## src/rtl/mem_req_arbiter.sv

```systemverilog
// Two-requester arbiter that issues one AXI4 burst at a time, with alternating priority on contention.
// Optional watchdog: define MEM_ARB_TIMEOUT_EN to abort a burst that stalls for TIMEOUT cycles.
module mem_req_arbiter #(
    parameter int unsigned ADDR_WIDTH     = 32,
    parameter int unsigned AXI_ID_WIDTH   = 4,
    parameter int unsigned AXI_DATA_WIDTH = 32,
    parameter int unsigned TIMEOUT        = 1024
) (
    input  logic                          clk_i,
    input  logic                          rst_ni,
    // requester command ports
    input  logic [1:0]                    req_valid_i,
    output logic [1:0]                    req_ready_o,
    input  logic [1:0]                    req_we_i,
    input  logic [2*ADDR_WIDTH-1:0]       req_addr_i,
    input  logic [15:0]                   req_len_i,
    // requester write data
    input  logic [2*AXI_DATA_WIDTH-1:0]   wr_data_i,
    input  logic [1:0]                    wr_valid_i,
    output logic [1:0]                    wr_ready_o,
    // requester read return
    output logic [AXI_DATA_WIDTH-1:0]     rd_data_o,
    output logic [1:0]                    rd_valid_o,
    output logic [1:0]                    rd_last_o,
    input  logic [1:0]                    rd_ready_i,
    output logic [1:0]                    done_o,
    output logic                          err_timeout_o,
    // AXI AW
    output logic [AXI_ID_WIDTH-1:0]       axi_awid_o,
    output logic [ADDR_WIDTH-1:0]         axi_awaddr_o,
    output logic [7:0]                    axi_awlen_o,
    output logic [2:0]                    axi_awsize_o,
    output logic [1:0]                    axi_awburst_o,
    output logic                          axi_awvalid_o,
    input  logic                          axi_awready_i,
    // AXI W
    output logic [AXI_DATA_WIDTH-1:0]     axi_wdata_o,
    output logic [AXI_DATA_WIDTH/8-1:0]   axi_wstrb_o,
    output logic                          axi_wlast_o,
    output logic                          axi_wvalid_o,
    input  logic                          axi_wready_i,
    // AXI B
    input  logic [AXI_ID_WIDTH-1:0]       axi_bid_i,
    input  logic [1:0]                    axi_bresp_i,
    input  logic                          axi_bvalid_i,
    output logic                          axi_bready_o,
    // AXI AR
    output logic [AXI_ID_WIDTH-1:0]       axi_arid_o,
    output logic [ADDR_WIDTH-1:0]         axi_araddr_o,
    output logic [7:0]                    axi_arlen_o,
    output logic [2:0]                    axi_arsize_o,
    output logic [1:0]                    axi_arburst_o,
    output logic                          axi_arvalid_o,
    input  logic                          axi_arready_i,
    // AXI R
    input  logic [AXI_ID_WIDTH-1:0]       axi_rid_i,
    input  logic [AXI_DATA_WIDTH-1:0]     axi_rdata_i,
    input  logic [1:0]                    axi_rresp_i,
    input  logic                          axi_rlast_i,
    input  logic                          axi_rvalid_i,
    output logic                          axi_rready_o
);

    localparam int unsigned STRB_WIDTH    = AXI_DATA_WIDTH / 8;
    localparam logic [2:0]  AX_SIZE       = 3'($clog2(STRB_WIDTH));
    localparam logic [1:0]  AX_BURST_INCR = 2'b01;

    typedef enum logic [2:0] {IDLE, AW, W, B, AR, R} state_e;

    typedef struct packed {
        logic                  we;
        logic [ADDR_WIDTH-1:0] addr;
        logic [7:0]            len;
    } cmd_t;

    state_e     state_q, state_d;
    cmd_t       cmd_q, cmd_d;
    logic       gnt_q, gnt_d;
    logic       last_grant_q, last_grant_d;
    logic [7:0] beat_q, beat_d;
    logic [1:0] done_q, done_d;
    logic       win;
    logic       tmo_hit;

    // On contention the requester that did not win last time gets the grant.
    assign win = (req_valid_i == 2'b11) ? ~last_grant_q : req_valid_i[1];

`ifdef MEM_ARB_TIMEOUT_EN
    logic [15:0] tmo_cnt_q, tmo_cnt_d;
    logic        err_q, err_d;

    always_comb begin
        tmo_hit   = (state_q != IDLE) && (tmo_cnt_q == 16'(TIMEOUT - 1));
        tmo_cnt_d = (state_q == IDLE) ? 16'd0 : tmo_cnt_q + 16'd1;
        err_d     = err_q | tmo_hit;
    end

    always_ff @(posedge clk_i or negedge rst_ni) begin
        if (!rst_ni) begin
            tmo_cnt_q <= 16'd0;
            err_q     <= 1'b0;
        end else begin
            tmo_cnt_q <= tmo_cnt_d;
            err_q     <= err_d;
        end
    end

    assign err_timeout_o = err_q;
`else
    logic unused_timeout;

    assign tmo_hit        = 1'b0;
    assign err_timeout_o  = 1'b0;
    assign unused_timeout = ^32'(TIMEOUT);
`endif

    always_ff @(posedge clk_i or negedge rst_ni) begin
        if (!rst_ni) begin
            state_q      <= IDLE;
            cmd_q        <= '0;
            gnt_q        <= 1'b0;
            last_grant_q <= 1'b1;
            beat_q       <= 8'd0;
            done_q       <= 2'b00;
        end else begin
            state_q      <= state_d;
            cmd_q        <= cmd_d;
            gnt_q        <= gnt_d;
            last_grant_q <= last_grant_d;
            beat_q       <= beat_d;
            done_q       <= done_d;
        end
    end

    always_comb begin
        state_d       = state_q;
        cmd_d         = cmd_q;
        gnt_d         = gnt_q;
        last_grant_d  = last_grant_q;
        beat_d        = beat_q;
        done_d        = 2'b00;
        req_ready_o   = 2'b00;
        wr_ready_o    = 2'b00;
        rd_valid_o    = 2'b00;
        rd_last_o     = 2'b00;
        axi_awvalid_o = 1'b0;
        axi_wvalid_o  = 1'b0;
        axi_bready_o  = 1'b0;
        axi_arvalid_o = 1'b0;
        axi_rready_o  = 1'b0;

        case (state_q)
            IDLE: begin
                beat_d = 8'd0;
                if (|req_valid_i) begin
                    req_ready_o[win] = 1'b1;
                    gnt_d            = win;
                    last_grant_d     = win;
                    cmd_d.we         = req_we_i[win];
                    cmd_d.addr       = win ? req_addr_i[2*ADDR_WIDTH-1:ADDR_WIDTH]
                                           : req_addr_i[ADDR_WIDTH-1:0];
                    cmd_d.len        = win ? req_len_i[15:8] : req_len_i[7:0];
                    state_d          = req_we_i[win] ? AW : AR;
                end
            end
            AW: begin
                axi_awvalid_o = 1'b1;
                if (axi_awready_i) state_d = W;
            end
            W: begin
                axi_wvalid_o      = wr_valid_i[gnt_q];
                wr_ready_o[gnt_q] = axi_wready_i;
                if (wr_valid_i[gnt_q] && axi_wready_i) begin
                    if (beat_q == cmd_q.len) state_d = B;
                    else                     beat_d  = beat_q + 8'd1;
                end
            end
            B: begin
                axi_bready_o = 1'b1;
                if (axi_bvalid_i) begin
                    done_d[gnt_q] = 1'b1;
                    state_d       = IDLE;
                end
            end
            AR: begin
                axi_arvalid_o = 1'b1;
                if (axi_arready_i) state_d = R;
            end
            R: begin
                rd_valid_o[gnt_q] = axi_rvalid_i;
                rd_last_o[gnt_q]  = axi_rlast_i;
                axi_rready_o      = rd_ready_i[gnt_q];
                if (axi_rvalid_i && rd_ready_i[gnt_q] && axi_rlast_i) begin
                    done_d[gnt_q] = 1'b1;
                    state_d       = IDLE;
                end
            end
            default: state_d = IDLE;
        endcase

        // Watchdog abort: no handshake may complete in the expiry cycle.
        if (tmo_hit) begin
            wr_ready_o    = 2'b00;
            rd_valid_o    = 2'b00;
            rd_last_o     = 2'b00;
            axi_awvalid_o = 1'b0;
            axi_wvalid_o  = 1'b0;
            axi_bready_o  = 1'b0;
            axi_arvalid_o = 1'b0;
            axi_rready_o  = 1'b0;
            done_d        = 2'b00;
            beat_d        = 8'd0;
            state_d       = IDLE;
        end
    end

    assign done_o        = done_q;
    assign rd_data_o     = axi_rdata_i;

    assign axi_awid_o    = AXI_ID_WIDTH'(gnt_q);
    assign axi_awaddr_o  = cmd_q.addr;
    assign axi_awlen_o   = cmd_q.len;
    assign axi_awsize_o  = AX_SIZE;
    assign axi_awburst_o = AX_BURST_INCR;

    assign axi_arid_o    = AXI_ID_WIDTH'(gnt_q);
    assign axi_araddr_o  = cmd_q.addr;
    assign axi_arlen_o   = cmd_q.len;
    assign axi_arsize_o  = AX_SIZE;
    assign axi_arburst_o = AX_BURST_INCR;

    assign axi_wdata_o   = gnt_q ? wr_data_i[2*AXI_DATA_WIDTH-1:AXI_DATA_WIDTH]
                                 : wr_data_i[AXI_DATA_WIDTH-1:0];
    assign axi_wstrb_o   = '1;
    assign axi_wlast_o   = (beat_q == cmd_q.len);

    // Response IDs and status codes carry no information for a single-outstanding master.
    logic unused_inputs;
    assign unused_inputs = ^{axi_bid_i, axi_bresp_i, axi_rid_i, axi_rresp_i, cmd_q.we};

endmodule

```

## config.mk

```make
export PLATFORM = sky130hd
export DESIGN_NAME = mem_req_arbiter
export DESIGN_NICKNAME = d
export VERILOG_FILES = /design/src/rtl/mem_req_arbiter.sv
export SDC_FILE = /design/constraint.sdc
export NUM_CORES = 1
export LEC_CHECK = 0
export CORE_AREA = 3 3 148 150
export DETAILED_ROUTE_END_ITERATION = 16
export DIE_AREA = 0 0 151 153
export GPL_TIMING_DRIVEN = 0
export HOLD_SLACK_MARGIN = 0.15
export RECOVER_POWER = 25
export SLEW_MARGIN = 5
export SYNTH_ARGS = -nofsm -noshare
export SYNTH_HDL_FRONTEND = slang
export SYNTH_SLANG_ARGS = --single-unit
export TNS_END_PERCENT = 20
```

## constraint.sdc

```tcl
create_clock -name clk_i -period 2.3 [get_ports clk_i]
set_input_delay 0.575 -clock clk_i [delete_from_list [all_inputs] [get_ports clk_i]]
set_output_delay 0.575 -clock clk_i [all_outputs]
set_load 0.1 [all_outputs]
```

Yosys cells after proc, flatten, opt, wreduce, memory -nomap -nowiden
Cells that the tools add are included.
W data, S select, Z words.
{ "op_classes": {"n_eq_ne": 15, "n_reduce_logical": 11, "n_addsub": 1, "mux": 39, "magnitude_cmp": 4, "n_bitwise": 4} }
{ "op_table": {"columns": ["op", "n"], "rows": [
  ["$mux W32", 2],
  ["$mux W3", 8],
  ["$mux W8", 3],
  ["$pmux W3 S6", 1],
  ["$ne A2 B2 Y1 const B", 8],
  ["$pmux W8 S2", 1],
  ["$mux W1", 14],
  ["$mux W2", 7],
  ["$add A8 B1 Y8 const B", 1],
  ["$eq A8 B8 Y1", 1],
  ["$reduce_and A7 Y1", 1],
  ["$and A2 B2 Y2", 3],
  ["$eq A3 B2 Y1 const B", 2],
  ["$eq A3 B3 Y1 const B", 2],
  ["$logic_and A1 B1 Y1", 5],
  ["$lt A1 B2 Y1 const B", 2],
  ["$pmux W2 S2", 1],
  ["$eq A3 B1 Y1 const B", 1],
  ["$logic_not A3 Y1", 1],
  ["$reduce_and A3 Y1", 1],
  ["$demux W1 S1", 2],
  ["$eq A2 B2 Y1 const B", 1],
  ["$ge A1 B1 Y1 const B", 2],
  ["$reduce_and A2 Y1", 1],
  ["3 further kinds", 3]
]} }
{ "word_totals": {"elab_cells": 81, "out_inout_bits": 183, "register_bits": 55} }

Logic depth before layout (Yosys ltp)
Gate-level depths: netlist of the first run.
{ "logic_depth": {"ltp_word": 8, "mapped_depth": 8, "mapped_depth_nobuf": 5} }

Worst setup path after synthesis of the first run
No wires, ideal clock.
{ "synth_timing": {"path_kind": "register -> output", "startpoint": "reg gnt_q", "endpoint": "out rd_last_o[0]", "t_arrival_ns": 3.902, "path_stages_with_launch": 5, "required_time_ns": 1.725, "path_buffers": 3, "slack_ns": -2.177, "path_cell_list": "dfrtp_1 > buf_2 > clkbuf_1 > buf_1 > nor4_1"} }
{ "synth_via": {"elab_chain_cells": 6, "word_cells_on_any_way": 7, "classes_between": "order compare (2); mux (3); bitwise (1); reduce/logical (1)"} }
{ "synth_rtl": {"columns": ["element", "line", "source"], "rows": [
  ["start: declaration", "78", "logic gnt_q, gnt_d;"],
  ["start signal: assignment", "128", "gnt_q <= gnt_d;"],
  ["$lt A1 B2 Y1 (not written as such) / $ge A1 B1 Y1 (equally long branches)", "191", "rd_last_o[gnt_q] = axi_rlast_i;"],
  ["$logic_and A1 B1 Y1 (not written as such)", "191", null],
  ["$mux W1 (not written as such)", "191", null],
  ["$demux W1 S1 (*)", "191", null],
  ["$and A2 B2 Y2 (no line) (*)", null, null],
  ["$mux W2 (*)", "152", "case (state_q)"],
  ["end: declaration", "24", "output logic [1:0] rd_last_o,"]
]} }
Mark *: on every way between the ends. The rest lies on a longest branch, timed or not.

Final worst setup path of the first run
{ "layout_timing": {"startpoint": "reg state_q[1]", "endpoint": "out req_ready_o[0]"} }
{ "layout_via": {"elab_chain_cells": 2} }
{ "layout_rtl": {"columns": ["element", "line", "source"], "rows": [
  ["start: declaration", "76", "state_e state_q, state_d;"],
  ["start signal: assignment", "126", "state_q <= state_d;"],
  ["$logic_not A3 Y1", "152", null],
  ["$mux W2", "152", null],
  ["end: declaration", "13", "output logic [1:0] req_ready_o,"]
]} }
Every way passes these cells.

==> results of run 1 <==
[final cells by class]
class / instances / area, um2
flip-flops and latches: 55 / 1380
well taps: 275 / 344
clock inverters: 1 / 7.51
plain buffers: 118 / 888
clock buffers: 5 / 125
fillers: 2191 / 13100
inverters: 11 / 41.3
multi-input cells: 267 / 1940
repair buffers: 331 / 3040
[per-stage QoR]
stage / hold WS, ns / cell area [um2] / instances / TNS, ns
final: 0.511 / 7760 / 1063 / -0.320
after global routing: 0.542 / 7760 / 1063 / -0.886
after CTS: 0.369 / 7710 / 1059 / -1.37
after detailed placement: 0.496 / 7760 / 1048 / -45.35
after global placement: 0.497 / 7760 / 1048 / -116.40
after floorplan: 0.279 / 4200 / 452 / -1.39
[final timing paths]
path                                 startpoint          endpoint  slack, ns  depth (start not counted)
worst max-delay path                 state_q[1]    req_ready_o[0]      -0.10                          5
worst min-delay path            axi_araddr_o[4]   axi_araddr_o[4]       0.51                          2
worst max register to register       state_q[1]   axi_araddr_o[1]       0.33                          7
worst min register to register  axi_araddr_o[4]   axi_araddr_o[4]       0.51                          2
max in group asynchronous                rst_ni  axi_araddr_o[14]       0.81                          1
min in group asynchronous                rst_ni    axi_arlen_o[6]       0.62                          1
[synthesized netlist by cell type, types with 8 or more instances]
library cell	count
sky130_fd_sc_hd__nor3_1	11
sky130_fd_sc_hd__nand2_1	42
sky130_fd_sc_hd__o21ai_0	39
sky130_fd_sc_hd__nor2_1	9
sky130_fd_sc_hd__dfrtp_1	54
sky130_fd_sc_hd__inv_1	11
sky130_fd_sc_hd__nand3_1	10
sky130_fd_sc_hd__xnor2_1	8
sky130_fd_sc_hd__a21oi_1	10
sky130_fd_sc_hd__mux2i_1	38
sky130_fd_sc_hd__buf_4	95
sky130_fd_sc_hd__mux2_2	32
sky130_fd_sc_hd__clkbuf_1	12
[layer usage]
metal  part of all wire [%]  up-vias  global-route usage [%]
li1                       -     2085                       -
met1                     42     1941                    18.0
met2                     51      182                    24.8
met3                    6.1       10                    2.73
met4                   0.89        0                    2.89
met5                      0        -                       0
[worst max-delay path, stage by stage, from the launching register on]
cell and delay (ns):
sky130_fd_sc_hd__dfrtp_1 0.37, sky130_fd_sc_hd__buf_6 0.13, sky130_fd_sc_hd__or3_4 0.36, sky130_fd_sc_hd__or2_4 0.31, sky130_fd_sc_hd__nor2_4 0.15, sky130_fd_sc_hd__buf_12 0.19
[state kept, by name, indices dropped and copies added, names as in the netlist]
signal,flops
axi_arlen_o,8
done_o,2
beat_q,8
state_q,3
axi_araddr_o,32
gnt_q,1
last_grant_q,1
[repair_timing]
action,CTS,global route
setup buffers,5,5
resized for setup,399,47
setup endpoints to repair,189,41
endpoints found under the hold margin,0,0
hold buffers,0,0
pin swaps,5,3
[logic make-up (layout without fill, tap and decap cells)]
logic type / Yosys count / after routing / share of synthesized area, %
fa+ha+maj: 1 / 1 / 0.315
mux: 71 / 71 / 18.9
simple gates: 97 / 97 / 11.7
flops: 55 / 55 / 34.6
xor+xnor: 8 / 8 / 1.76
other cells: 2 / 21 / 0.189
compound gates: 69 / 69 / 10.4
buf+inv: 130 / 466 / 22.0
==> results summary, run 1 <==
The cell at the root of the clock tree is sky130_fd_sc_hd__clkbuf_16. In the synthesized netlist the dominant register cell turns out to be sky130_fd_sc_hd__dfrtp_1. The per-cell via count in the routed design is 3.97. The remaining max-slew budget at the tightest pin is 2.93%. Static timing analysis puts the maximum clock frequency at 0.416 GHz. Setup violations remaining at the end of the flow were counted as 5. The arrival time at the worst endpoint came out at 1.83 ns. The number of slew-limit violations in the final report was 0.

The post-synthesis instance total is 433. Leaving out fill and tap cells, the most frequent cells in the layout are sky130_fd_sc_hd__buf_4 (192), sky130_fd_sc_hd__clkdlybuf4s50_1 (155), sky130_fd_sc_hd__dfrtp_1 (54). The later-pin clock latency in the skew report is 0.30 ns. The count of antenna-violating nets left after detailed routing is 0. The highest fanout seen on the critical path is 6. The area growth from synthesis to final layout came out at 95.2%. After detailed routing, the average wire length per cell comes to 16.4 um.

In the routed design, unresolved DRC markers number 0. Synthesis inferred 55 register bits. The initial antenna violation count is 0. The number of levels in the clock H-tree came out at 2. The nature of the critical path endpoint is a primary output. The horizontal die dimension is 151 um. The sequential element share of the synthesized area is 34.6%. The total track usage is 14.2%. Leaving out fill and tap cells, the most frequent cell in the layout is sky130_fd_sc_hd__buf_4. The critical path in this run is classified as flop to primary output. The cell taking the most area after synthesis is sky130_fd_sc_hd__dfrtp_1.

The checks that failed: negative setup slack. The total wire length after detailed routing is 17.4 mm. The final number of hold-violating endpoints is 0.

The netlist uses 46 different library cells. The share of async-settable or async-resettable flops after synthesis is 100%. The worst path in the final design needs a cycle of 2.40 ns, including I/O delays and setup. The count of flip-flops with a built-in enable after synthesis is 0. STA classifies the critical path startpoint as a flop.

The post-route core utilization came out at 37.3%. After synthesis, the cell types taking the most area are sky130_fd_sc_hd__dfrtp_1 (34%), sky130_fd_sc_hd__buf_4 (18%), sky130_fd_sc_hd__mux2i_1 (9.6%). The number of buffers added by the clock tree synthesis step came out at 5.

In the final layout, the share of cells above drive strength 1 is 38.3%. The effective utilization at floorplan came out at 19.1%. The proportion of netlist area held by the largest area contributor is 34.0%.

Setup repair after global routing could not meet its margin everywhere. The pin count of the biggest net entering global routing is 56. The antenna diode count is 0. The number of vias after detailed routing came out at 4218.

The I/O pin count came out at 387. The global placer's final weighted congestion came out at 0.735. The path type of the worst min-delay path is flop to flop. The HPWL reported at the end of detailed placement is 14.2 mm. During synthesis, Yosys emitted a total of 0 warnings. The global-route congestion overflow total is 0. The number of buffers inserted by port buffering is 321.

The tool flagged a number of max-cap violations equal to 0. Data on the critical path is required at its endpoint by 1.73 ns. At the end of the flow, the number of nets in the layout was 994. The total die area is 23100 um2. Setup slack on the critical path of the routed design comes to -0.102 ns. The post-route clock skew came out at 0.00484 ns. The chip height is 153 um. The count of TritonRoute iterations in the first routing pass came out at 4. The placeable core region came out at 20800 um2. The buffer depth of the longest clock path is 2. The mean post-synth cell area came out at 9.18 um2. The flow ran to the end, but the final reports show violations. The total number of clock tree sinks is 55. TritonCTS built the clock tree.

Clock-pin slew was measured on the worst setup and hold paths at 0.07 ns. The final period utilization is 104%. Before CTS, the worst setup slack after placement is -1.55 ns. The via count of the first global-routing pass is 4320.

In this run, the number of DRC markers left after iteration 0 of detailed routing was 108. The transition time at the pin with the least slew margin is 1.46 ns. The initialized floorplan defines 53 standard-cell rows. After synthesis the cells add up to 3980 um2. The wire length of the first global-routing pass came out at 25.2 mm.
Power of run 1 is left out: the tool's default activity adds up to more than one toggle a clock period on the data nets, which glitch-free logic cannot reach.
==> run 2, diff against run 1 <==
--- a/config.mk
+++ b/config.mk
@@ -11,7 +11,6 @@
 export GPL_TIMING_DRIVEN = 0
 export HOLD_SLACK_MARGIN = 0.15
 export RECOVER_POWER = 25
-export SLEW_MARGIN = 5
 export SYNTH_ARGS = -nofsm -noshare
 export SYNTH_HDL_FRONTEND = slang
 export SYNTH_SLANG_ARGS = --single-unit
==> run 2 against run 1 <==
  * The flow still finishes with violations (negative setup slack)
  * Fmax rose by 0.91%
  * Sequential cell count is the same
  * Clock skew is 0.0018 ns higher
  * Setup slack better by 0.022 ns
  * Sequential share of layout area fell by 0.091 points
  * Non-clock buffer count up 5
  * First-iteration DRC count up 42%
  * Worst hold slack got worse by 0.0017 ns
  * Critical path depth is the same
  * Highest routed layer is now met5
  * Cell count increased by 0.47%
  * Design area increased by 0.52%
  * Clock-buffer cell count unchanged
==> results summary, run 2 (synthesized netlist as in run 1, its figures left out) <==
The per-cell via count in the routed design came out at 4.08 (+2.8%). The slowest library cell on the worst path is sky130_fd_sc_hd__dfrtp_1. The total track usage is 14.5% (+0.34 points). The number of DRC markers after the initial detailed-route iteration came out at 153 (+42%). The number of buffers added by the clock tree synthesis step was 5 (unchanged). The total die area came out at 23100 um2 (unchanged). The final reports fail on negative setup slack. The antenna diode count was 0 (unchanged). The transition time at the pin with the least slew margin is 1.44 ns (-0.0205 ns). The final instance count without filler cells is 1068 (+0.47%). In this run the critical register-to-register path is launched from state_q[1]. The chip height was 153 um (unchanged).

The number of remaining DRC errors came out at 0 (unchanged). The area growth from synthesis to final layout is 96.3%. The number of vias after detailed routing came out at 4358 (+3.3%). The final non-filler cell area came out at 7800 um2 (+0.52%). The number of nets in the layout is 999 (+0.50%). The logic depth of the worst path, buffers included is 5 (unchanged).

The count of TritonRoute iterations in the first routing pass came out at 7 (+3). STA classifies the critical path startpoint as a flop. The path type of the worst min-delay path is flop to flop.

The HPWL reported at the end of detailed placement came out at 14.4 mm (+1.3%). The minimum clock period after layout is 2.38 ns (-0.0217 ns). The slack of the critical path is -0.0801 ns (+0.0217 ns). The number of endpoints failing setup at the final stage is 2 (-3).

The final period utilization is 103% (-0.94 points). The standard cell area after detailed placement was 7770 um2 (+0.23%). The highest fanout seen on the critical path is 5 (-1). The initial antenna violation count came out at 1 (+1). Among cell families on the critical path, the largest total delay comes from simple AND/OR/NAND/NOR gates.

The flip-flop count of the largest register, all copies and words added came out at 32 (unchanged). The ratio of cells with drive above 1 in the final layout is 38.5% (+0.14 points). The average routed wire per standard cell is 16.6 um (+1.3%). The path depth of the worst reg2reg path came to 8 (+1). The count of hold-fix buffers inserted at cts came to 0 (unchanged). The worst path required time came to 1.73 ns (about the same). The arrival time at the worst endpoint came out at 1.81 ns (-0.02 ns). The pin count of the biggest net entering global routing is 31 (-45%). The global-route congestion overflow total came out at 0 (unchanged). The row count came out at 53 (unchanged). The post-route clock skew came out at 0.00663 ns (+0.00179 ns). The register-to-register setup slack came out at 0.21 ns (-0.12 ns). Leaving out fill and tap cells, the most frequent cell in the layout is sky130_fd_sc_hd__buf_4. The signal on the critical path passes through buf_6 -> or3_4 -> or2_4 -> nor2_4 -> buf_12. The fmax is 0.420 GHz (+0.91%).

The type of the worst setup path is flop to primary output. The number of buffers inserted by port buffering came to 321 (unchanged). Setup repair after global routing could not meet its margin everywhere. The library cells used most frequently in the layout, excluding fill and tap cells, are sky130_fd_sc_hd__buf_4 (200), sky130_fd_sc_hd__clkdlybuf4s50_1 (156), sky130_fd_sc_hd__dfrtp_1 (54). The placeable core region is 20800 um2 (unchanged). The total wire length after detailed routing came out at 17.7 mm (+1.8%). The via count of the first global-routing pass came to 4389 (+1.6%). The effective utilization at floorplan came out at 19.1% (unchanged). In this run the worst setup path begins at state_q[1].

The cell count after placement is 1049 (+0.095%). The end of the worst register-to-register path is axi_araddr_o[1]. The number of levels in the clock H-tree came out at 2 (unchanged). TritonCTS built the clock tree. The total number of clock tree sinks is 55 (unchanged).

The worst slack at placement came out at -1.56 ns (-0.0141 ns). The count of buffering cells on the critical path with inverters included is 2 (unchanged). The clock-pin slew of the registers on the worst-case setup and hold paths is 0.07 ns (about the same). STA classifies the critical path endpoint as a primary output. The flow ran to the end, but the final reports show violations. The final number of hold-violating endpoints is 0 (unchanged). The count of antenna-violating nets left after detailed routing is 0 (unchanged). The number of slew-limit violations in the final report came out at 0 (unchanged). The later-pin clock latency in the skew report is 0.30 ns (about the same). The max-cap check violation count came out at 0 (unchanged).

The buffer depth of the longest clock path was 2 (unchanged). The delay of the slowest critical-path stage came out at 0.37 ns (about the same). The critical path ends at req_ready_o[0]. The I/O pin count is 387 (unchanged). The global placer's final weighted congestion came out at 0.735 (unchanged). The horizontal die dimension was 151 um (unchanged). The remaining max-slew budget at the tightest pin came to 4.29% (+1.4 points). The wire length of the first global-routing pass was 25.8 mm (+2.4%). CTS placed an instance of sky130_fd_sc_hd__clkbuf_16 at the clock tree root.
==> run 2: routing by layer <==
layer  up-vias  part of all wire (%)  global-route usage (%)
met5         -                 0.068                       0
met4         2                   1.7                    3.80
met3        23                   6.4                    3.11
met2       210                    51                    24.7
met1      2028                    41                    18.5
li1       2095                     -                       -
==> run 2: what timing repair did <==
| item | 4_1_cts | 5_1_grt |
|---|---|---|
| gates cloned | 0 | 0 |
| setup buffers | 10 | 4 |
| setup endpoints to repair | 192 | 43 |
| resized for setup | 407 | 43 |
| pin swaps | 4 | 4 |
==> run 2: cell type report <==
class / count / area, um2
repair buffers: 336 / 3080
fillers: 2205 / 13000
clock buffers: 5 / 125
inverters: 11 / 41.3
well taps: 275 / 344
flip-flops and latches: 55 / 1380
multi-input cells: 267 / 1940
plain buffers: 118 / 890
clock inverters: 1 / 7.51
==> run 2: worst min path at each step <==
| stage | slack [ns] | startpoint | cells after the start | end |
|---|---|---|---|---|
| 2_1_floorplan | 0.28 | rst_ni | 0 | axi_araddr_o[0] |
| 3_3_place_gp | 0.50 | axi_araddr_o[4] | 2 | axi_araddr_o[4] |
| 3_5_place_dp | 0.50 | axi_araddr_o[4] | 2 | axi_araddr_o[4] |
| 4_1_cts | 0.31 | rst_ni | 1 | axi_araddr_o[4] |
| 5_1_grt | 0.54 | axi_araddr_o[4] | 2 | axi_araddr_o[4] |
| 6_report | 0.51 | axi_araddr_o[4] | 2 | axi_araddr_o[4] |
==> run 2: tightest hold or removal path: cells and delay by family (launching register included) <==
kind             cells  cell delay [ns]
flip-flops           1             0.37
AND/OR/NAND/NOR      1             0.05
AO/OA/AOI/OAI        1             0.06
==> run 2: stage by stage <==
step | hold slack (ns) | utilization, % | setup TNS (ns)
6_report | 0.510 | 37.5 | -0.145
4_1_cts | 0.307 | 37.3 | -1.03
5_1_grt | 0.542 | 37.5 | -0.798
3_5_place_dp | 0.496 | 37.3 | -46.34
3_3_place_gp | 0.497 | 37.3 | -116.40
2_1_floorplan | 0.279 | - | -1.39
Power of run 2 is left out for the same reason.
==> run 3, diff against run 2 <==
--- a/config.mk
+++ b/config.mk
@@ -10,6 +10,7 @@
 export DIE_AREA = 0 0 151 153
 export GPL_TIMING_DRIVEN = 0
 export HOLD_SLACK_MARGIN = 0.15
+export PLACE_DENSITY = 0.62
 export RECOVER_POWER = 25
 export SYNTH_ARGS = -nofsm -noshare
 export SYNTH_HDL_FRONTEND = slang
==> run 3 against run 2 <==
  * The run ends with max-capacitance violations, max-slew violations, negative setup slack left
  * Clock skew up 0.0025 ns
  * First-iteration DRC count up 12%
  * Utilization down 0.14 points
  * Worst hold slack worse by 0.0027 ns
  * Clock-buffer cell count up 3
  * Critical path type unchanged
  * Critical endpoint unchanged
==> results summary, run 3 (synthesized netlist as in run 1, its figures left out) <==
The flow ran to the end, but the final reports show violations. The checks that failed: max-capacitance violations, max-slew violations, negative setup slack. The final number of hold-violating endpoints came out at 0 (unchanged). The path type of the worst min-delay path is flop to flop. The arrival time at the worst endpoint is 1.78 ns (-0.03 ns). The buffer depth of the longest clock path is 2 (unchanged).

The worst setup path is launched from a flop. The remaining max-slew budget at the tightest pin came out at -3.19% (-7.5 points). The global placer's final weighted congestion is 0.755 (+2.6%). The CTS tree is yes. The total track usage is 14.4% (-0.073 points). The placeable core region is 20800 um2 (unchanged). The final non-filler cell area was 7770 um2 (-0.38%).

The average routed wire per standard cell came out at 16.1 um (-2.8%). The transition time at the pin with the least slew margin came out at 1.55 ns (+0.112 ns). The number of levels in the clock H-tree is 2 (unchanged).

The number of buffers added by the clock tree synthesis step came out at 5 (unchanged). The area growth from synthesis to final layout came out at 95.5%. Setup repair after global routing could not meet its margin everywhere. The via count of the first global-routing pass is 4473 (+1.9%).

The cell depth of the worst min-delay path is 2 (unchanged). The count of antenna-violating nets left after detailed routing is 0 (unchanged). The per-cell via count in the routed design came to 4.05 (-0.75%). The library cell used most frequently in the layout, excluding fill and tap cells, is sky130_fd_sc_hd__buf_4.

The antenna diode count came to 0 (unchanged). The end of the worst register-to-register path is axi_arlen_o[2]. The number of slew-limit violations in the final report came to 28 (+28). The worst setup path is captured at a primary output. The number of buffers inserted by port buffering is 321 (unchanged).

Leaving out fill and tap cells, the most frequent cells in the layout are sky130_fd_sc_hd__buf_4 (194), sky130_fd_sc_hd__clkdlybuf4s50_1 (156), sky130_fd_sc_hd__dfrtp_1 (53). The I/O pin count came out at 387 (unchanged). The tree is rooted in a sky130_fd_sc_hd__clkbuf_16. The minimum clock period after layout came out at 2.35 ns (-0.0287 ns).

The number of nets in the layout came out at 995 (-0.40%). For hold timing, the worst endpoint is axi_araddr_o[6]. The smallest hold slack came out at 0.507 ns (-0.00267 ns). The total wire length after detailed routing is 17.2 mm (-3.0%). The initial antenna violation count was 1 (unchanged). The number of remaining DRC errors came out at 0 (unchanged). The standard cell area after detailed placement came out at 7770 um2 (unchanged). The fmax is 0.425 GHz (+1.2%).

The total negative setup slack came out at -0.317 ns (-0.172 ns). The clock-pin slew of the registers on the worst-case setup and hold paths came out at 0.08 ns (about the same). The ratio of cells with drive above 1 in the final layout came out at 38.3% (-0.16 points).

The flip-flop count of the largest register, all copies and words added came out at 32 (unchanged). The final period utilization is 102% (-1.2 points). The HPWL reported at the end of detailed placement is 14.3 mm (-1.0%). The global-route congestion overflow total is 0 (unchanged).

The number of DRC markers after the initial detailed-route iteration is 172 (+12%). The startpoint of the worst register-to-register path is state_q[1]. The effective utilization at floorplan is 19.1% (unchanged). The total die area is 23100 um2 (unchanged). The chip height is 153 um (unchanged). The row count came out at 53 (unchanged). The total number of clock tree sinks was 55 (unchanged). The wire length of the first global-routing pass came out at 25.9 mm (+0.38%). The worst setup path is of the flop to primary output kind. The count of TritonRoute iterations in the first routing pass came out at 7 (unchanged).

The worst path required time came out at 1.73 ns (about the same). The number of vias after detailed routing came out at 4317 (-0.94%). The max-cap check violation count is 1 (+1). The number of endpoints failing setup at the final stage came to 10 (+8). The register-to-register setup slack was 0.21 ns (about the same). The horizontal die dimension is 151 um (unchanged). The post-route clock skew came out at 0.00912 ns (+0.00249 ns). The pin count of the biggest net entering global routing came out at 30 (-3.2%). The path depth of the worst reg2reg path was 8 (unchanged). The worst hold path begins at axi_araddr_o[6]. The slack of the critical path came out at -0.0514 ns (+0.0287 ns). The highest fanout seen on the critical path came to 10 (+5).

The later-pin clock latency in the skew report is 0.30 ns (about the same).
run 3: cell count changes in the layout (fill, tap and decap cells not counted), sizes merged:
cell / delta
clkinvlp: -1
dlygate4sd2: -3
dlymetal6s2s: +1
clkbuf: +6
buf: -11
clkdlybuf4s15: +6
run 3: how the worst max path moves through the flow:
| stage | from | to | slack (ns) | cells past startpoint |
|---|---|---|---|---|
| 2_1_floorplan | req_valid_i[1] | req_ready_o[1] | -0.29 | 2 |
| 3_3_place_gp | req_valid_i[1] | req_ready_o[1] | -1.45 | 4 |
| 3_5_place_dp | req_valid_i[1] | req_ready_o[1] | -1.40 | 4 |
| 4_1_cts | state_q[1] | req_ready_o[0] | -0.27 | 6 |
| 5_1_grt | state_q[1] | req_ready_o[0] | -0.12 | 5 |
| 6_report | state_q[1] | req_ready_o[0] | -0.05 | 5 |
run 3: worst max-delay path, cell delays in order, from the launching register on:
cell and delay [ns]:
sky130_fd_sc_hd__dfrtp_1 0.38, sky130_fd_sc_hd__buf_6 0.14, sky130_fd_sc_hd__or3_4 0.37, sky130_fd_sc_hd__or2_4 0.26
sky130_fd_sc_hd__nor2_4 0.13, sky130_fd_sc_hd__buf_12 0.18
run 3: what timing repair did:
item	4_1_cts	5_1_grt
endpoints found under the setup margin	166	43
pin swaps	3	4
hold buffers	0	0
gates resized for setup	392	32
cloned	0	0
buffers inserted	7	3
run 3: per-stage QoR:
stage / util [%] / worst slack [ns] / std cells
finish: 37.3 / -0.0514 / 1066
global placement: 37.3 / -1.45 / 1048
floorplan: - / -0.288 / 452
detailed placement: 37.3 / -1.40 / 1049
CTS: 37.3 / -0.274 / 1064
global route: 37.3 / -0.123 / 1066
run 3: cell type report:
type	count	area [um2]
Buffer	118	887
Clock buffer	8	156
Fill cell	2187	13000
Inverter	11	41.3
Multi-Input combinational cell	267	1930
Sequential cell	55	1380
Tap cell	275	344
Timing Repair Buffer	332	3030
run 3: layer usage:
metal / vias up / part of all wire, % / global-route usage [%] / wire (um)
met5: - / 0.064 / 0 / 11
met4: 2 / 1.2 / 2.89 / 210
met3: 16 / 5.9 / 2.88 / 1010
met2: 168 / 52 / 25.5 / 8990
met1: 2034 / 41 / 18.1 / 6970
li1: 2097 / - / - / -
Power of run 3 is left out for the same reason.
